**config.mk**
```make
export PLATFORM = sky130hd
export DESIGN_NAME = stream_tx_source
export DESIGN_NICKNAME = d
export VERILOG_FILES = /design/src/rtl/stream_tx_source.sv
export SDC_FILE = /design/constraint.sdc
export NUM_CORES = 1
export LEC_CHECK = 0
export CAP_MARGIN = 30
export CORE_UTILIZATION = 50
export DETAILED_ROUTE_END_ITERATION = 10
export DONT_BUFFER_PORTS = 1
export GPL_ROUTABILITY_DRIVEN = 0
export PLACE_DENSITY = 0.72
export SLEW_MARGIN = 40
export SYNTH_ARGS = -nofsm -noshare
export SYNTH_HDL_FRONTEND = slang
export SYNTH_SLANG_ARGS = --single-unit
```
**constraint.sdc**
```tcl
create_clock -name clk -period 2.06 [get_ports clk]
set_clock_uncertainty 0.1 [all_clocks]
set_input_delay 0.618 -clock clk [delete_from_list [all_inputs] [get_ports clk]]
set_output_delay 0.618 -clock clk [all_outputs]
set_load 0.05 [all_outputs]
```
**src/rtl/stream_tx_source.sv**
```systemverilog
// Burst transmitter: a small load FIFO drained onto a valid/ready stream.
// Each start request sends burst_len beats, then pulses done for one cycle.
module stream_tx_source #(
  parameter int DATA_WIDTH = 8,
  parameter int DEPTH      = 4
) (
  input  logic                       clk,
  input  logic                       reset_n,
  input  logic                       wr_en,
  input  logic [DATA_WIDTH-1:0]      wr_data,
  output logic                       wr_full,
  output logic                       wr_overflow,
  input  logic                       start,
  input  logic [7:0]                 burst_len,
  output logic                       stream_out_valid,
  output logic [DATA_WIDTH-1:0]      stream_out_data,
  input  logic                       stream_out_ready,
  output logic                       busy,
  output logic                       done,
  output logic [$clog2(DEPTH):0]     fifo_level
);

  localparam int AW = $clog2(DEPTH);
  localparam int LW = AW + 1;

  typedef enum logic [1:0] {IDLE, SEND, FINISH} state_t;

  state_t                state, state_nxt;
  logic [DATA_WIDTH-1:0] mem [DEPTH];
  logic [AW-1:0]         wr_ptr, rd_ptr;
  logic [LW-1:0]         level_nxt;
  logic [7:0]            remaining, remaining_nxt;
  logic                  push, pop, fifo_empty;

  assign fifo_empty = (fifo_level == '0);
  // Full is the registered flag, so a push while full is refused even if a pop frees a slot.
  assign push       = wr_en && !wr_full;
  assign pop        = stream_out_valid && stream_out_ready;

  assign stream_out_data = stream_out_valid ? mem[rd_ptr] : '0;

  always_comb begin
    level_nxt = fifo_level;
    case ({push, pop})
      2'b10:   level_nxt = fifo_level + LW'(1);
      2'b01:   level_nxt = fifo_level - LW'(1);
      default: level_nxt = fifo_level;
    endcase
  end

  always_ff @(posedge clk) begin
    if (push) mem[wr_ptr] <= wr_data;
  end

  always_ff @(posedge clk or negedge reset_n) begin
    if (!reset_n) begin
      wr_ptr      <= '0;
      rd_ptr      <= '0;
      fifo_level  <= '0;
      wr_full     <= 1'b0;
      wr_overflow <= 1'b0;
      state       <= IDLE;
      remaining   <= '0;
    end else begin
      if (push) wr_ptr <= wr_ptr + AW'(1);
      if (pop)  rd_ptr <= rd_ptr + AW'(1);
      fifo_level  <= level_nxt;
      wr_full     <= (level_nxt == LW'(DEPTH));
      wr_overflow <= wr_overflow | (wr_en & wr_full);
      state       <= state_nxt;
      remaining   <= remaining_nxt;
    end
  end

  always_comb begin
    state_nxt        = state;
    remaining_nxt    = remaining;
    stream_out_valid = 1'b0;
    busy             = 1'b0;
    done             = 1'b0;
    case (state)
      IDLE: begin
        if (start) begin
          if (burst_len == 8'd0) begin
            state_nxt = FINISH;
          end else begin
            remaining_nxt = burst_len;
            state_nxt     = SEND;
          end
        end
      end
      SEND: begin
        busy             = 1'b1;
        stream_out_valid = !fifo_empty;
        // Handshake term is rebuilt from fifo_empty to keep valid free of any loop through pop.
        if (stream_out_ready && !fifo_empty) begin
          remaining_nxt = remaining - 8'd1;
          if (remaining == 8'd1) state_nxt = FINISH;
        end
      end
      FINISH: begin
        done      = 1'b1;
        state_nxt = IDLE;
      end
      default: state_nxt = IDLE;
    endcase
  end

endmodule
```
### Word-level counts from Yosys, hierarchy flattened

Memory sizes are Yosys's and may differ from the RTL's.
Index checks and enable logic that the tools add are counted.

| word-level totals | value |
|---|---|
| memories | 1 |
| RAM bits | 32 |
| output and inout port bits | 16 |
| input bits | 21 |
| flip-flop bits (word level) | 19 |

Memories:

| name | depth | width | read ports | clocked after memory_dff | write ports | RTL line | source |
|---|---|---|---|---|---|---|---|
| mem | 4 | 8 | 1 | 0 | 1 | 29 | `logic [DATA_WIDTH-1:0] mem [DEPTH];` |

| operators by class | value |
|---|---|
| mux-type cells | 16 |
| bitwise logic cells | 2 |
| reductions and logical operators | 11 |
| eq/ne operators | 10 |
| add/subtract/negate cells | 5 |

Operators by type and width:

| operator | count |
|---|---|
| 8-bit 2-to-1 mux | 4 |
| 8-bit one-hot mux with 2 select lines | 1 |
| 8-bit by 1-bit equality test with 1-bit output (second input constant) | 1 |
| 8-bit logical NOT | 1 |
| 2-bit 2-to-1 mux | 4 |
| 2-bit inequality test (second input constant) | 4 |
| 8-bit by 1-bit subtractor with 8-bit output (second input constant) | 1 |
| 3-bit one-hot mux with 2 select lines | 1 |
| 1-bit 2-to-1 mux | 5 |
| 2-bit by 1-bit adder with 2-bit output (second input constant) | 2 |
| 2-bit by 1-bit equality test with 1-bit output (second input constant) | 2 |
| 2-bit equality test (second input constant) | 2 |
| 2-bit one-hot mux with 2 select lines | 1 |
| 4-bit AND reduction | 1 |
| 3-bit by 1-bit adder with 3-bit output (second input constant) | 1 |
| 3-bit equality test (second input constant) | 1 |
| 1-bit logical AND | 3 |
| 3-bit logical NOT | 1 |
| 3-bit AND reduction | 1 |
| 3-bit by 1-bit subtractor with 3-bit output (second input constant) | 1 |
| 1-bit logical NOT | 2 |
| 2-bit logical NOT | 1 |
| 2-bit nonzero test | 1 |
| 1-bit AND | 1 |
| 1-bit OR | 1 |

### Logic depth before layout (Yosys ltp)

| logic depth | value |
|---|---|
| depth in word-level cells | 7 |
| depth in mapped cells | 10 |
| gate-level depth less buffers | 9 |

### Least setup slack after synthesis

No wires, ideal clock.

| timing | value |
|---|---|
| path type | register -> register |
| start | register fifo_level[0] |
| end | register wr_full |
| arrival time | 2.384 ns |
| slack | -0.512 ns |
| stages on the path, launching flop included | 10 |
| data required time | 1.872 ns |
| buffers on the path | 0 |
| cell sequence | dfrtp_1 o311ai_4 nor2_2 ha_1 inv_1 fa_1 xor2_1 nor2_1 xor2_1 nor3b_1 |

| on the way | value |
|---|---|
| word-level cells in the longest chain between the ends | 7 |
| elaborated cells between the ends (all ways) | 10 |
| those cells by class | 2 x add/sub; 3 x eq/ne; 2 x mux; 3 x reduce/logical |

RTL lines:

| what | RTL line | source |
|---|---|---|
| start: declaration | 20 | `output logic [$clog2(DEPTH):0] fifo_level` |
| start signal: assignment | 67 | `fifo_level <= level_nxt;` |
| 3-bit logical NOT (*) | 35 | `assign fifo_empty = (fifo_level == '0);` |
| 1-bit logical NOT (*) | 94 | `stream_out_valid = !fifo_empty;` |
| 1-bit 2-to-1 mux (*) | 81 | `case (state)` |
| 1-bit logical AND (*) | 38 | `assign pop = stream_out_valid && stream_out_ready;` |
| via pop | 33 | `logic push, pop, fifo_empty;` |
| 2-bit by 1-bit equality test with 1-bit output or 2-bit equality test (tied branches) | 44 | `case ({push, pop})` |
| 3-bit one-hot mux with 2 select lines (*) | 44 |  |
| via level_nxt[2] | 31 | `logic [LW-1:0] level_nxt;` |
| 3-bit equality test (*) | 68 | `wr_full <= (level_nxt == LW'(DEPTH));` |
| end signal: assignment | 68 |  |
| end: declaration | 11 | `output logic wr_full,` |

The timed path passes the listed nets; every way through them passes the cells marked *.
A chain may end at the register's enable or synchronous reset.

### Worst setup path after layout

| timing | value |
|---|---|
| start | register rd_ptr[0] |
| end | output stream_out_data[5] |

| on the way | value |
|---|---|
| word-level cells in the longest chain between the ends | 2 |

RTL lines:

| what | RTL line | source |
|---|---|---|
| start: declaration | 30 | `logic [AW-1:0] wr_ptr, rd_ptr;` |
| start signal: assignment | 66 | `if (pop) rd_ptr <= rd_ptr + AW'(1);` |
| memory 4 x 8 bit | -- |  |
| 8-bit 2-to-1 mux | 40 | `assign stream_out_data = stream_out_valid ? mem[rd_ptr] : '0;` |
| end: declaration | 16 | `output logic [DATA_WIDTH-1:0] stream_out_data,` |

Every way passes these cells.

==> reports/results.txt <==
Measured along the x axis, the die boundary spans 71.9 um. The logs give 0.628 for the final core utilization and 0.00297 mm2 for the design area. The floorplan has 25 rows. For this run, the leading register cell type out of synthesis is sky130_fd_sc_hd__edfxtp_1.

The run gives 1340 ps as the required time reported for the critical path endpoint. The top cell family by delay on the critical path is multiplexers. Post-layout minimum cycle time: 2350 ps.

The detailed router's first-iteration violation count came out at 89. The checks that failed: negative setup slack. The post-detailed-placement half-perimeter wirelength was 3230 um. The flow ran to the end, but the final reports show violations.

The number of synthesized register bits was 51; the full die area was 0.00518 mm2. The cell sitting at the root of the clock tree is a sky130_fd_sc_hd__clkbuf_8. The run gives 0.576 as the worst-case headroom to the max-slew limit.

The final-report hold violation count came out at 0. The number of max-slew violations in the final report came out at 0. In the final routed layout, each cell accounts on average for 17.0 um. Setup repair after global routing could not meet its margin everywhere.

TritonCTS created 5 clock buffers. Clock-pin slew was measured on the worst setup and hold paths at 90 ps. The critical path goes through buf_6, mux4_2, nor2b_1, buf_6. After detailed placement, the total cell area comes to 0.00271 mm2. The run gives 1,485 as the total via count after detailed routing. The leading area contributor after synthesis is sky130_fd_sc_hd__edfxtp_1.

The ratio of total power to cell area works out to 1640 mW/mm2. The number of synthesized flops with an enable pin works out to 32. The clock latency on the worst-skew pair came out at 300 ps. The number of antenna violations at the first check in global routing is 0, and the core footprint is 0.00472 mm2. The floorplan step set the die height to 71.9 um. After synthesis, the netlist uses 47 different library cells. Buffer and inverter count on the worst path: 2. The tools report the instance count of the mapped netlist as 170. Startpoint class of the critical path: a flip-flop. The total congestion overflow after global routing is 0.

The first-pass iteration count of the detailed router was 4. Effective utilization at floorplan: 0.518. TritonCTS built the clock tree. In the routed layout, each cell is associated on average with a via count of 5.52. Summed over all cells, the static leakage comes to 1.14 nW.

The area share of the largest cell type after synthesis is 0.393, and the antenna diode count is 0. After detailed routing, the total wire length is 4570 um. Based on the critical path, the design can be clocked at up to 426 MHz. The detail route stage leaves a number of antenna-violating nets equal to 0. Number of maximum-capacitance constraint violations: 0. The number of global-route vias before repair was 1,512. The proportion of synthesized flip-flops having asynchronous set or reset was 0.373; the maximum buffer depth of the clock tree was 2.

The part of the Yosys area used for sequential elements is 0.587, and the biggest cell delay along the critical path is 480 ps. The setup slack after placement came out at -214 ps. The combined global-route utilization of all metal layers is 0.193.

Clock tree synthesis found a total of 51 sinks. The layout-stage area growth over the synthesis result came out at 21.2%. The worst setup path is captured at an output port. The first global-routing pass estimated 7340 um of wire. In this run the worst hold path is classified as in -> async.

Buffers placed on the I/O ports in this run total 0. The critical path is of the reg -> out type. Of all nets on the critical path, the largest fanout is 5.

At the pin with the least slew margin, the transition time is 635 ps. The library cell used most frequently in the layout, excluding fill and tap cells, is sky130_fd_sc_hd__edfxtp_1. The cell occurring most often along the worst timing path is sky130_fd_sc_hd__buf_6. The run gives 0.00101 V as the worst voltage drop across the vdd grid. The run gives -290 ps as the final setup slack of the worst path. The proportion of layout cells with a drive suffix above 1 was 0.366; the number of setup violations in the final report was 10.

The tools report the data arrival time of the worst path as 1630 ps. The number of primary I/O pins is 37, and the ratio of final minimum period to clock period is 1.14. The synthesized netlist net count came out at 199.

Entering global routing, the biggest net connects 20 pins. The run gives 0 as the number of warnings issued by yosys. After synthesis, the mean cell area works out to 14.4 um2.

The post-synthesis instance area was 0.00245 mm2; the remaining routing DRC violations was 0. Maximum level of the CTS H-tree: 2. In the post-synthesis netlist, the biggest area contributors are sky130_fd_sc_hd__edfxtp_1 39%, sky130_fd_sc_hd__dfrtp_1 19%, sky130_fd_sc_hd__mux4_2 7.4%, sky130_fd_sc_hd__ha_1 3.6%, sky130_fd_sc_hd__nor2b_1 2.8%. The largest individual stage delay along the critical path comes from the cell sky130_fd_sc_hd__mux4_2. In the layout the commonest cells are 32 x sky130_fd_sc_hd__edfxtp_1, 16 x sky130_fd_sc_hd__dfrtp_1, 14 x sky130_fd_sc_hd__buf_6.

The run gives 230 as the net count reported at finish.
-- through the flow --
| step | setup TNS, ps | total power [W] | cells | hold WS [ps] |
|---|---|---|---|---|
| finish | -2420 | 0.00485 | 269 | 146 |
| global route | -3230 | 0.00512 | 269 | 168 |
| CTS | -2660 | 0.00476 | 268 | 294 |
| detailed placement | -215 | 0.00396 | 255 | 223 |
| global placement | -88.4 | 0.00388 | 255 | 223 |
| floorplan | -2080 | 0.00328 | 170 | 222 |
-- repair_timing --
action                     4_1_cts  5_1_grt
resized for setup               17       12
hold endpoints to repair        19        0
hold buffers                     1        0
setup endpoints to repair       11       13
buffers inserted                 4        2
pin swaps                        4        0
-- final timing paths --
path | from | end | cells after the start | slack (ps)
max | rd_ptr[0] | stream_out_data[5] | 4 | -290
min in group clk | wr_data[3] | mem[0][3] | 0 | 300
min reg2reg | remaining[5] | remaining[5] | 1 | 500
max in group asynchronous | reset_n | fifo_level[0] | 1 | 1370
max reg2reg | state[0] | wr_full | 10 | 0
min | reset_n | remaining[3] | 1 | 150
-- flip-flops by register name (all words and copies together) (netlist names) --
signal	flops
remaining	8
wr_overflow	1
wr_ptr	2
fifo_level	3
wr_full	1
rd_ptr	2
state	2
mem	32
-- metal layers --
layer	vias up	GRT usage	wire length (um)
met5	-	0	0
met4	0	0.0697	46
met3	5	0.0472	197
met2	36	0.316	2320
met1	741	0.253	2010
li1	703	-	-
-- kinds of logic (layout without fill, tap and decap cells) --
group,count (synthesis),in the layout,share of synthesized area
xor gates and xnor gates,6,6,0.0215
muxes,10,10,0.0818
AOI/OAI and AO/OA,29,29,0.106
DFF,51,51,0.587
buffers and inverters,17,49,0.0363
adders and majority gates,8,8,0.0440
and+or+nand+nor,49,49,0.123
-- synthesized netlist by cell type (2+ instances only) --
cell type                   instances
sky130_fd_sc_hd__a21oi_1            4
sky130_fd_sc_hd__a221oi_1           2
sky130_fd_sc_hd__a2bb2oi_1          2
sky130_fd_sc_hd__and2_1             5
sky130_fd_sc_hd__and3_1             2
sky130_fd_sc_hd__clkbuf_1           2
sky130_fd_sc_hd__clkbuf_8           2
sky130_fd_sc_hd__dfrtp_1           19
sky130_fd_sc_hd__edfxtp_1          32
sky130_fd_sc_hd__ha_1               7
sky130_fd_sc_hd__inv_1             11
sky130_fd_sc_hd__mux2i_1            2
sky130_fd_sc_hd__mux4_2             8
sky130_fd_sc_hd__nand2_1            7
sky130_fd_sc_hd__nand2b_1           4
sky130_fd_sc_hd__nor2_1             3
sky130_fd_sc_hd__nor2b_1           11
sky130_fd_sc_hd__nor3_1             2
sky130_fd_sc_hd__nor4_1             2
sky130_fd_sc_hd__o2111ai_1          2
sky130_fd_sc_hd__o21ai_0            4
sky130_fd_sc_hd__o22ai_1            3
sky130_fd_sc_hd__o32a_1             2
sky130_fd_sc_hd__or3_1              3
sky130_fd_sc_hd__or4_1              2
sky130_fd_sc_hd__or4_4              2
sky130_fd_sc_hd__xnor2_1            3
sky130_fd_sc_hd__xor2_1             3
-- where the power goes --
| group | internal (W) | switching [W] |
|---|---|---|
| logic | 0.00118 | 0.00147 |
| registers | 0.00138 | 0.000240 |
| clock network | 0.000244 | 0.000338 |
-- layout make-up --
class / count / area, um2
fill: 347 / 1760
sequential: 51 / 1440
multi-input combinational: 102 / 1000
timing repair buffer: 30 / 308
tap: 67 / 83.8
clock buffer: 5 / 68.8
inverter: 11 / 41.3
clock inverter: 3 / 22.5
(Power assumes the default switching activity.)
